File: config.mk
export PLATFORM = sky130hd
export DESIGN_NAME = ifetch_queue
export DESIGN_NICKNAME = d
export VERILOG_FILES = /design/src/rtl/ifetch_queue.sv
export SDC_FILE = /design/constraint.sdc
export NUM_CORES = 1
export LEC_CHECK = 0
export CORE_MARGIN = 2
export CORE_UTILIZATION = 44
export CTS_BUF_LIST = sky130_fd_sc_hd__clkbuf_4
export CTS_CLUSTER_SIZE = 28
export DETAILED_ROUTE_END_ITERATION = 6
export PLACE_DENSITY = 0.8
export SYNTH_ARGS = -nofsm -noshare
export SYNTH_HDL_FRONTEND = slang
export SYNTH_SLANG_ARGS = --single-unit
File: constraint.sdc
create_clock -name CLK -period 26.4 [get_ports CLK]
set_input_delay 6.6 -clock CLK [delete_from_list [all_inputs] [get_ports CLK]]
set_output_delay 6.6 -clock CLK [all_outputs]
set_load 0.05 [all_outputs]
File: src/rtl/ifetch_queue.sv
// Instruction fetch stage: owns the PC, issues icache requests and buffers {pc, instr} in a small FIFO for decode.
// Optional performance counters are built when FETCH_PERF_EN is defined; otherwise both counter ports are tied to zero.
module ifetch_queue #(
    parameter logic [31:0] PC_RESET = 32'h0000_0000,
    parameter int          DEPTH    = 4
) (
    input  logic        CLK,
    input  logic        RST,
    input  logic        ihit,
    input  logic [31:0] imemload,
    output logic        imemREN,
    output logic [31:0] imemaddr,
    input  logic        halt,
    input  logic        redirect,
    input  logic [31:0] redirect_pc,
    output logic        out_valid,
    output logic [31:0] out_instr,
    output logic [31:0] out_pc,
    output logic [31:0] out_npc,
    input  logic        out_ready,
    output logic [31:0] perf_stall_cnt,
    output logic [31:0] perf_flush_cnt,
    output logic [1:0]  fetch_state
);
    // Handshake: decode takes the head on any cycle where out_valid && out_ready;
    // out_valid never depends on out_ready.
    localparam int AW = $clog2(DEPTH);
    localparam int CW = AW + 1;
    localparam logic [CW-1:0] DEPTH_C = CW'(DEPTH);

    localparam logic [1:0] ST_FETCH   = 2'd0;
    localparam logic [1:0] ST_BLOCKED = 2'd1;
    localparam logic [1:0] ST_FLUSH   = 2'd2;

    logic [31:0]   pc_q, pc_d;
    logic [AW-1:0] head_q, head_d;
    logic [AW-1:0] tail_q, tail_d;
    logic [CW-1:0] count_q, count_d;
    logic [31:0]   pc_mem_q [DEPTH];
    logic [31:0]   pc_mem_d [DEPTH];
    logic [31:0]   ins_mem_q [DEPTH];
    logic [31:0]   ins_mem_d [DEPTH];

    logic full, empty, push, pop;

    assign full      = (count_q == DEPTH_C);
    assign empty     = (count_q == '0);
    assign imemREN   = !RST && !full && !halt && !redirect;
    assign imemaddr  = pc_q;
    assign push      = imemREN && ihit;
    assign pop       = out_valid && out_ready;
    assign out_valid = !empty;
    assign out_instr = ins_mem_q[head_q];
    assign out_pc    = pc_mem_q[head_q];
    assign out_npc   = pc_mem_q[head_q] + 32'd4;

    // Fetch state is a pure decode of the current inputs; nothing is stored.
    always_comb begin
        fetch_state = ST_BLOCKED;
        if (redirect)
            fetch_state = ST_FLUSH;
        else if (imemREN)
            fetch_state = ST_FETCH;
    end

    always_comb begin
        pc_d      = pc_q;
        head_d    = head_q;
        tail_d    = tail_q;
        count_d   = count_q;
        pc_mem_d  = pc_mem_q;
        ins_mem_d = ins_mem_q;
        if (redirect) begin
            // Flush wins over any concurrent hit or pop.
            pc_d    = redirect_pc & 32'hFFFF_FFFC;
            head_d  = '0;
            tail_d  = '0;
            count_d = '0;
        end else begin
            if (push) begin
                pc_mem_d[tail_q]  = pc_q;
                ins_mem_d[tail_q] = imemload;
                tail_d            = tail_q + 1'b1;
                pc_d              = pc_q + 32'd4;
            end
            if (pop)
                head_d = head_q + 1'b1;
            if (push && !pop)
                count_d = count_q + 1'b1;
            else if (pop && !push)
                count_d = count_q - 1'b1;
        end
    end

    always_ff @(posedge CLK or posedge RST) begin
        if (RST) begin
            pc_q    <= PC_RESET;
            head_q  <= '0;
            tail_q  <= '0;
            count_q <= '0;
            for (int i = 0; i < DEPTH; i++) begin
                pc_mem_q[i]  <= '0;
                ins_mem_q[i] <= '0;
            end
        end else begin
            pc_q      <= pc_d;
            head_q    <= head_d;
            tail_q    <= tail_d;
            count_q   <= count_d;
            pc_mem_q  <= pc_mem_d;
            ins_mem_q <= ins_mem_d;
        end
    end

`ifdef FETCH_PERF_EN
    logic [31:0] stall_cnt_q, stall_cnt_d;
    logic [31:0] flush_cnt_q, flush_cnt_d;

    always_comb begin
        stall_cnt_d = stall_cnt_q;
        flush_cnt_d = flush_cnt_q;
        if (imemREN && !ihit && (stall_cnt_q != 32'hFFFF_FFFF))
            stall_cnt_d = stall_cnt_q + 32'd1;
        if (redirect && (flush_cnt_q != 32'hFFFF_FFFF))
            flush_cnt_d = flush_cnt_q + 32'd1;
    end

    always_ff @(posedge CLK or posedge RST) begin
        if (RST) begin
            stall_cnt_q <= '0;
            flush_cnt_q <= '0;
        end else begin
            stall_cnt_q <= stall_cnt_d;
            flush_cnt_q <= flush_cnt_d;
        end
    end

    assign perf_stall_cnt = stall_cnt_q;
    assign perf_flush_cnt = flush_cnt_q;
`else
    assign perf_stall_cnt = 32'h0;
    assign perf_flush_cnt = 32'h0;
`endif
endmodule
==> impl_metrics.py <==
metrics = {
    "setup_path": {
        "criticalPathCategory": "input pin to output port",
        "slowest_stage": "clkdlybuf4s50_1",
        "crit_family": "buffers and inverters",
        "cp_data_arrival_time_ns": 8.41,
        "critical_path.max_fanout": 40,
        "crit_chain": "buf_2 > buf_4 > clkdlybuf4s50_1",
        "regToRegStartpoint": "count_q[0]",
        "endpoint_kind": "output port",
        "ff2ff_setup_slack_ns": 23.60,
        "cp-start-kind": "input pin",
        "critPathLaunch": "redirect",
        "crit_buf_inv": 3,
        "required_ns": 19.80,
        "slowest_delay_ns": 0.90,
    },
    "floorplanning": {
        "core_sq_um": 31600,
        "die_area_sq_um": 33500,
        "floorplan.initialDensity": 0.447,
        "rows": 65,
        "die_h_um": 183,
        "die_w_um": 183,
        "ios": 266,
    },
    "yosys": {
        "yosysTopAreaCell": "dfrtp_1",
        "async_reset_ff_frac": 1.00,
        "seq_area_frac_synth": 0.506,
        "synthCells": 1016,
        "synth_edf_count": 0,
        "syn_area_per_cell_sq_um": 13.9,
        "ys_types": 47,
        "synthesis.area_sq_um": 14100,
        "synth-seq-cells": 285,
        "yosysWarnings": 0,
        "synth-main-ff-cell": "dfrtp_1",
        "synth_area_leaders": "dfrtp_1 51%, mux2_2 20%, mux4_2 9.1%",
        "yosysTopAreaCellShare": 0.506,
    },
    "sta": {
        "finalHoldViolations": 0,
        "tns_ns": 0,
        "finalCriticalPeriod_ns": 15.01,
        "tightest_slew_ns": 1.07,
        "finClkSkew_ns": 0.0381,
        "setup_viol": 0,
        "slew_headroom": 0.290,
        "clock.fmax_mhz": 66.6,
        "rsz0062_at_grt": "no",
        "timing.final.crit_share": 0.569,
        "final_max_slew_viol_count": 0,
    },
    "clocking": {
        "post-cts-setup-buffers": 0,
        "htreeDepth": 3,
        "clk_latency_ns": 0.67,
        "clk_pin_slew_ns": 0.06,
        "cts_resized": 0,
        "cts_buffers": 75,
        "postCtsHoldBufs": 0,
        "clk_path_buf_depth": 3,
        "cts_tree": "yes",
        "cts.sinks": 285,
        "cts_root_buf": "clkbuf_4",
    },
    "detailed_routing": {
        "met1Wirelength_um": 12500,
        "wl_per_cell_um": 18.3,
        "dr.pass1.iters": 4,
        "wl_met2_um": 15200,
        "drc": 0,
        "highest_layer": "met5",
        "drtAntennaViolNets": 0,
        "num_vias": 8867,
        "drt-initial-drc-count": 498,
        "avgViaCountPerCell": 5.28,
        "wl_met3_um": 2550,
        "routed_wl_um": 30800,
    },
    "finish": {
        "post_route_cells_drive_above_1_share": 0.355,
        "layout_commonest_cell": "dfrtp_1",
        "mostFrequentLayoutCells": "283 x dfrtp_1, 248 x mux2_2, 192 x clkdlybuf4s50_1",
        "seq_area_sq_um": 7140,
        "fin_cells": 1678,
        "areaGrowthSynthToFinish_pct": 19.4,
        "multi_input_area_sq_um": 6210,
        "fin_nets": 1302,
        "num-fill-cells": 2606,
    },
    "status": {
        "status": "finished clean",
    },
    "grt": {
        "grt_pass1_wl_um": 49500,
        "grt_pass1_vias": 9311,
        "grt_util_all_layers": 0.188,
        "grt_max_degree": 138,
        "antenna_found_initial": 2,
        "grt_overflow_total": 0,
    },
    "power": {
        "powerDensity_nw_per_um2": 108,
        "p_leak_nw": 7.76,
        "peakVddDrop_mv": 0.0840,
    },
    "place": {
        "port_buffers": 193,
        "dp_hpwl_um": 19700,
        "routabilityCongestion": 0.787,
        "dp.cells": 1550,
    },
    "hold_path": {
        "min_path_type": "flip-flop to flip-flop",
        "hold_start": "pc_mem_q[77]",
    },
    "run": {
        "max-cap-violations": 0,
    },
}
## logic make-up after synthesis
| logic type | count (synthesis) | synth area share |
|---|---|---|
| other | 1 | 0.000266 |
| flip-flops | 285 | 0.506 |
| XOR/XNOR | 62 | 0.0385 |
| multiplexers | 311 | 0.299 |
| adder cells (fa/ha/maj) | 7 | 0.00675 |
| buffers and inverters | 154 | 0.0733 |
| AO/OA/AOI/OAI | 36 | 0.0134 |
| AND/OR/NAND/NOR | 160 | 0.0626 |
## state kept, by name (all words and copies together) (netlist names)
register and cells:
count_q 3, head_q 2, imemaddr 30, ins_mem_q 128, pc_mem_q 120, tail_q 2
## cells in the mapped netlist, types with 9 or more instances
| cell type | instances |
|---|---|
| nand2_1 | 55 |
| mux2_2 | 248 |
| dfrtp_1 | 285 |
| nor3_1 | 18 |
| xnor2_1 | 39 |
| inv_1 | 18 |
| nand4_1 | 9 |
| mux4_2 | 57 |
| nand3_1 | 12 |
| o21ai_0 | 28 |
| nor2_1 | 18 |
| xor2_1 | 23 |
| clkbuf_1 | 23 |
| buf_4 | 96 |
## area by class of cell
class	count	share of cell area
multi-input combinational	646	0.369
clock buffer	114	0.0508
clock inverter	13	0.00468
timing repair buffer	199	0.117
sequential	285	0.424
tap	402	0.0299
antenna	1	0.000149
inverter	18	0.00446
## per-stage QoR
stage | cell area [sq um] | hold WS (ns) | power [W] | setup slack (ns) | util
after global placement | 15900 | 0.478 | 0.00143 | 11.39 | 0.504
after floorplan | 14400 | 0.470 | 0.00119 | 11.94 | -
after detailed placement | 15900 | 0.486 | 0.00145 | 11.39 | 0.504
after global routing | 16800 | 0.503 | 0.00190 | 11.26 | 0.534
after CTS | 16800 | 0.499 | 0.00183 | 11.40 | 0.533
final | 16800 | 0.497 | 0.00181 | 11.39 | 0.534
## report_power, final
part / internal (W) / switching (W) / leakage (nW)
sequential: 0.000504 / 0.0000586 / 3.78
combinational: 0.000324 / 0.000547 / 3.41
clock: 0.000205 / 0.000172 / 0.564
## worst register-to-register path, delay by kind of cell (launching register included)
| family | cells | cell delay (ns) |
|---|---|---|
| and+or+nand+nor | 4 | 1.78 |
| muxes | 1 | 0.48 |
| DFF | 1 | 0.41 |
## final timing paths
check	to	cells past startpoint
worst max-delay path	fetch_state[1]	3
max in group asynchronous	head_q[0]	3
worst max register to register	pc_mem_q[27]	5
min in group asynchronous	ins_mem_q[120]	2
worst min-delay path	pc_mem_q[77]	1
worst min register to register	pc_mem_q[77]	1
## metal layers
| metal | up-vias | track usage |
|---|---|---|
| li1 | 3957 | - |
| met1 | 4512 | 0.230 |
| met2 | 351 | 0.318 |
| met3 | 45 | 0.0618 |
| met4 | 2 | 0.0595 |
| met5 | - | 0 |
Note: power is estimated with default switching activity, not from simulation.
